**src/rtl/run_ctrl_pkg.sv**
```systemverilog
// rtl/run_ctrl_pkg.sv - shared FSM state encoding and finish-reason codes for run_ctrl
package run_ctrl_pkg;

  typedef enum logic [1:0] {
    ST_LOAD   = 2'd0,
    ST_CPURST = 2'd1,
    ST_RUN    = 2'd2,
    ST_DONE   = 2'd3
  } state_t;

  localparam logic [1:0] RSN_NONE    = 2'd0;
  localparam logic [1:0] RSN_HALT    = 2'd1;
  localparam logic [1:0] RSN_TIMEOUT = 2'd2;
  localparam logic [1:0] RSN_OVF     = 2'd3;

endpackage

```
**src/rtl/run_ctrl.sv**
```systemverilog
// rtl/run_ctrl.sv - program loader and CPU run supervisor (load, reset pulse, run, finish)
module run_ctrl
  import run_ctrl_pkg::*;
#(
  parameter int          ADDR_W     = 10,
  parameter logic [31:0] HALT_PC    = 32'hF000_0100,
  parameter int          MAX_CYCLES = 1000
) (
  input  logic              clk,
  input  logic              rst,
  input  logic              in_valid,
  input  logic [31:0]       in_data,
  input  logic              in_last,
  output logic              in_ready,
  output logic              im_we,
  output logic [ADDR_W-1:0] im_addr,
  output logic [31:0]       im_wdata,
  output logic              cpu_rstn,
  input  logic [31:0]       pc,
  output logic              done,
  output logic [1:0]        reason,
  output logic [31:0]       cycle_cnt,
  output logic [ADDR_W:0]   word_cnt
);

  // Highest word address: a non-final word written here would need to wrap.
  localparam logic [ADDR_W:0] WORD_LAST = {1'b0, {ADDR_W{1'b1}}};
  localparam logic [ADDR_W:0] WORD_ONE  = (ADDR_W+1)'(1);
  localparam logic [31:0]     CYC_LAST  = 32'(MAX_CYCLES - 1);

  state_t     state;
  state_t     state_nx;
  logic [1:0] reason_nx;
  logic       rst_cnt;
  logic       hs;

  assign hs       = (state == ST_LOAD) && in_valid;
  assign in_ready = (state == ST_LOAD);
  assign im_we    = hs;
  assign im_addr  = word_cnt[ADDR_W-1:0];
  assign im_wdata = in_data;
  assign done     = (state == ST_DONE);
  // An overflow aborts before the CPU was ever released, so it stays in reset.
  assign cpu_rstn = (state == ST_RUN) || ((state == ST_DONE) && (reason != RSN_OVF));

  // State and finish-reason registers.
  always_ff @(posedge clk or posedge rst) begin
    if (rst) begin
      state  <= ST_LOAD;
      reason <= RSN_NONE;
    end else begin
      state  <= state_nx;
      reason <= reason_nx;
    end
  end

  // Next-state decode; halt is tested before timeout so it wins a tie.
  always_comb begin
    state_nx  = state;
    reason_nx = reason;
    case (state)
      ST_LOAD: begin
        if (hs) begin
          if (in_last) begin
            state_nx = ST_CPURST;
          end else if (word_cnt == WORD_LAST) begin
            state_nx  = ST_DONE;
            reason_nx = RSN_OVF;
          end
        end
      end
      ST_CPURST: begin
        if (rst_cnt) state_nx = ST_RUN;
      end
      ST_RUN: begin
        if (pc == HALT_PC) begin
          state_nx  = ST_DONE;
          reason_nx = RSN_HALT;
        end else if (cycle_cnt == CYC_LAST) begin
          state_nx  = ST_DONE;
          reason_nx = RSN_TIMEOUT;
        end
      end
      default: begin
        state_nx = ST_DONE;
      end
    endcase
  end

  // Word, reset-pulse and run-cycle counters; cycle_cnt stops on the finishing cycle.
  always_ff @(posedge clk or posedge rst) begin
    if (rst) begin
      word_cnt  <= '0;
      rst_cnt   <= 1'b0;
      cycle_cnt <= '0;
    end else begin
      if (hs) word_cnt <= word_cnt + WORD_ONE;
      rst_cnt <= (state == ST_CPURST) && !rst_cnt;
      if ((state == ST_RUN) && (state_nx == ST_RUN)) cycle_cnt <= cycle_cnt + 32'd1;
    end
  end

endmodule
```
**config.mk**
```make
export PLATFORM = sky130hd
export DESIGN_NAME = run_ctrl
export DESIGN_NICKNAME = d
export VERILOG_FILES = /design/src/rtl/run_ctrl_pkg.sv /design/src/rtl/run_ctrl.sv
export SDC_FILE = /design/constraint.sdc
export NUM_CORES = 1
export LEC_CHECK = 0
export ABC_AREA = 1
export CAP_MARGIN = 0
export CORE_AREA = 2 2 100 102
export DETAILED_ROUTE_END_ITERATION = 12
export DIE_AREA = 0 0 102 104
export PLACE_DENSITY = 0.86
export REMOVE_ABC_BUFFERS = 1
export SLEW_MARGIN = 20
export SYNTH_ARGS = -nofsm -noshare
export SYNTH_HDL_FRONTEND = slang
export SYNTH_SLANG_ARGS = --single-unit
```
**constraint.sdc**
```tcl
create_clock -name clk -period 1.75 [get_ports clk]
set_clock_uncertainty 0.1 [all_clocks]
set_input_delay 0.35 -clock clk [delete_from_list [all_inputs] [get_ports clk]]
set_output_delay 0.35 -clock clk [all_outputs]
set_load 0.005 [all_outputs]
```
Word-level counts from Yosys, hierarchy flattened
Index checks and enable logic that the tools add are counted.

word-level totals
  output and inout port bits = 91
  input port bits = 68
  logic and storage cells = 41
  flip-flop bits (word level) = 48

operators by class
  equal/unequal tests = 12
  mux-type cells = 13
  add/sub/neg operators = 2
  reductions and logical operators = 9

operator list
  kind                                                    count
  adder 32 x 1 -> 32 bit (second input constant)          1
  == test 32 x 10 -> 1 bit (second input constant)        1
  == test 32 bit (second input constant)                  1
  2-to-1 mux 2 bit                                        11
  adder 11 x 1 -> 11 bit (second input constant)          1
  == test 11 x 10 -> 1 bit (second input constant)        1
  == test 2 bit (second input constant)                   3
  one-hot mux 2 bit (3 select lines)                      1
  AND reduction 5 bit                                     1
  logical AND 1 bit                                       4
  inequality test 2 x 1 -> 1 bit (second input constant)  2
  inequality test 2 bit (second input constant)           2
  one-hot mux 2 bit (2 select lines)                      1
  inequality test 3 bit (second input constant)           1
  == test 2 x 1 -> 1 bit (second input constant)          1
  logical NOT 2 bit                                       1
  nonzero test 2 bit                                      1
  logical NOT 1 bit                                       1
  logical OR 1 bit                                        1

Depth between registers and ports, before layout
  word-level depth = 7
  gate-level depth with buffers = 12
  depth with buffers taken out = 11

Worst setup path before layout
Ideal clock, no wire load.

  path kind = register -> register
  start = register cycle_cnt[0]
  end = register cycle_cnt[27]
  stages on the path, launching flop included = 12
  arrival time = 1493 ps
  buffers on the path = 1
  path slack = 39 ps
  required time = 1532 ps
  library setup time = 118 ps
  period minus slack after synthesis = 1711 ps
  cells stage by stage = dfrtp_1 -> ha_1 -> nand2_1 -> nor2_1 -> nand2_1 -> nor2_1 -> nand2_1 -> nand2_2 -> inv_2 -> buf_2 -> nand3_1 -> nand2_1

between the ends
  word-level cells in the longest chain between the ends = 6
  elaborated cells between the ends (all ways) = 7
  classes of those cells = add/sub (1); eq/ne (2); mux (3); reduce/logical (1)

RTL lines
  item                                line            source
  start: declaration                  run_ctrl.sv:22  output logic [31:0] cycle_cnt,
  start signal: assignment            run_ctrl.sv:99  if ((state == ST_RUN) && (state_nx == ST_RUN)) cycle_cnt <= cycle_cnt + 32'd1;
  == test 32 x 10 -> 1 bit            run_ctrl.sv:79  end else if (cycle_cnt == CYC_LAST) begin
  2-to-1 mux 2 bit                    run_ctrl.sv:79
  2-to-1 mux 2 bit                    run_ctrl.sv:76  if (pc == HALT_PC) begin
  one-hot mux 2 bit (3 select lines)  run_ctrl.sv:61  case (state)
  == test 2 bit                       run_ctrl.sv:99
  logical AND 1 bit                   run_ctrl.sv:99

Several ways; a longest one is shown, not always the timed one.
A chain may end at the register's enable or synchronous reset.

Worst setup path after layout
  start = register cycle_cnt[5]
  end = register cycle_cnt[10]

The elaborated chain is that of the path after synthesis.

==> out/metrics.cfg <==
[pwr]
finalPower_mw=2.07
vdd_drop_max_mv=0.268
powerDensity_mw_per_mm2=388
p_leak_nw=2.90

[setup_path]
rr_worst_depth=8
critPathSlowestCell=dfrtp_2
cp_num_cells=8
r2r_slack_ns=-0.09
regToRegStartpoint=cycle_cnt[5]$_DFFE_PP0P_
crit_family=simple AND/OR/NAND/NOR gates
critPathCapture=cycle_cnt[10]$_DFFE_PP0P_
critical_path.most_common_cell=nand2_1
crit_required_ns=1.91
crit_path_max_fanout=5
critPathCaptureType=flip-flop
crit_chain=buf_4 > nand2_1 > nor2_1 > nand2_1 > nor2_2 > xor2_1 > nand3_2 > nand2_1
critPathArrivalTime_ns=2.00
cp-startpoint=cycle_cnt[5]$_DFFE_PP0P_
r2r-end=cycle_cnt[10]$_DFFE_PP0P_
worst_path_largest_cell_delay_ns=0.37
critPathKind=reg2reg
worstSetupStartpointType=flip-flop
crit_buf_inv=1

[yosys]
ys_top_cells_by_area=dfrtp_1 (34%), nand2_1 (22%), buf_4 (8.9%), nand3_1 (7.9%), nor2_1 (7.2%)
netlist_instances=542
yosysMostFrequentCell=nand2_1
yosys-top-cells-count=nand2_1 (211), nor2_1 (68), nand3_1 (56)
ys_seq_area_share_pct=33.9
syn-cell-area_mm2=0.00354
synth.distinct_cells=24
ys_ff_latch=48
synthArstFlopShare_pct=100
netlist.area_leader.share_pct=33.9
yosysWarnings=0
synth_top_area_cell=dfrtp_1
synthFlopType=dfrtp_1
avgSynthCellArea_um2=6.53
synth_edf_count=0

[final_layout]
antennaDiodeCount=0
nFillCells=815
fin_cells=811
drive_above_1_share_pct=22.9
stdcell_area_mm2=0.00534
final_net_count=747
multiInputGateArea_mm2=0.00193
area_growth_pct=51.0
seq_area_mm2=0.00121

[route]
ant_nets=0
initialDrtViolationCount=284
vias_per_cell=4.85
drc=0
first_pass_iters=5
vias=3936
wirelength_um=12300
wl_per_cell_um=15.1

[grt]
grt_max_degree=49
grt-ovfl-total=0
grt_pass1_wl_um=17500
antenna_found_initial=0
grt_usage_pct=20.8
grt_pass1_vias=3627

[sta]
fin_crit_sh_pct=105
rsz0062_at_grt=yes
drv_slew=0
worstMarginPinSlew_ns=0.417
setup_viol=23
fmax_mhz=543
setup_ws_ns=-0.0910
setup_tns_ns=-0.827
hold_viol=0
period_needed_ns=1.84
slew_headroom_pct=72.1

[floorplanning]
die_h_um=104
core_area_mm2=0.00955
rows=36
initial_core_util_pct=37.1
dieArea_mm2=0.0106
io_pins=159
die_width_um=102

[clock_tree]
cts_max_level=2
clk_pin_slew_worst_paths_ns=0.10
tritoncts=built
cts_buffer_depth=2
cts_buffers=5
cts_hold_buf=0
cts-root-buf=clkbuf_8
clk_latency_ns=0.32
clkSinkCount=48

[place]
dp_slack_ns=-0.255
dpl-instance-area_mm2=0.00463
hpwlAfterDp_um=8220
port_buffers=94
dp.cells=763
gp_congestion=0.968

[outcome]
status=complete, but fails checks
violations=negative setup slack

[run]
maxCapViolCount=0

[min_path]
hp-class=in2async

==> registers in the layout, indices dropped and copies added (netlist names) <==
name	count
cycle_cnt	32
word_cnt	11
reason	2
state	2
rst_cnt	1
==> cell type report <==
cell class                      count  share of cell area (%)
Multi-Input combinational cell    390                    36.2
Tap cell                          133                    3.11
Inverter                           54                    3.93
Clock buffer                        5                    1.29
Clock inverter                      3                   0.890
Sequential cell                    48                    22.7
Timing Repair Buffer              178                    31.9
==> cell families after synthesis <==
kind of cell / Yosys count / share of synthesized area, %
fa+ha+maj: 2 / 0.707
flops: 48 / 33.9
compound gates: 2 / 0.354
buf+inv: 105 / 16.3
xor+xnor: 24 / 5.94
simple gates: 361 / 42.7
==> layer usage <==
layer	vias up	global-route usage, %	share of wire, %
li1	1887	-	-
met5	-	4.62	0.50
met2	237	30.5	46
met4	2	5.05	2.5
met3	30	9.14	11
met1	1780	27.7	41
==> placed cells by master, fill, tap and decap left out, types with 8 or more instances in the layout <==
master	synthesis	final
nand2_2	2	8
inv_1	53	50
dfrtp_1	48	39
buf_4	42	70
nand3_2	0	18
nand3_1	56	38
buf_6	3	8
dlymetal6s2s_1	0	15
nor2_2	7	12
nor2_1	68	60
dfrtp_2	0	9
xnor2_1	9	9
clkdlybuf4s50_1	0	61
dlygate4sd2_1	0	16
nand2_1	211	205
xor2_1	15	15
==> per-stage QoR <==
step	util (%)	hold slack [ns]
floorplan	-	0.308
global placement	48.5	0.314
detailed placement	48.5	0.328
CTS	51.2	0.302
global route	55.9	0.306
finish	55.9	0.290
==> what timing repair did <==
item	in CTS	in global routing
cloned	0	4
endpoints found under the setup margin	62	69
pin swaps	0	28
gates resized for setup	34	68
setup buffers	17	19
==> worst register-to-register path, stage by stage (launching register included) <==
cell and delay (ns):
dfrtp_2 0.37, buf_4 0.14, nand2_1 0.09, nor2_1 0.22, nand2_1 0.17, nor2_2 0.30, xor2_1 0.24, nand3_2 0.10
nand2_1 0.06
==> power breakdown <==
group	total, mW	switching (mW)	internal (mW)	leakage [nW]
Clock	0.846	0.415	0.431	0.0583
Combinational	0.120	0.0410	0.0795	2.20
Sequential	1.11	0	1.11	0.647
==> how the worst min path moves through the flow <==
stage                       from                       to  slack [ns]
2_1_floorplan  rst_cnt$_DFF_PP0_        rst_cnt$_DFF_PP0_        0.31
3_3_place_gp   rst_cnt$_DFF_PP0_        rst_cnt$_DFF_PP0_        0.31
3_5_place_dp   rst_cnt$_DFF_PP0_        rst_cnt$_DFF_PP0_        0.33
4_1_cts                      rst  word_cnt[7]$_DFFE_PP0P_        0.30
5_1_grt                      rst  word_cnt[7]$_DFFE_PP0P_        0.31
6_report                     rst  word_cnt[6]$_DFFE_PP0P_        0.29
No activity file was read; power rests on OpenSTA's default activity.
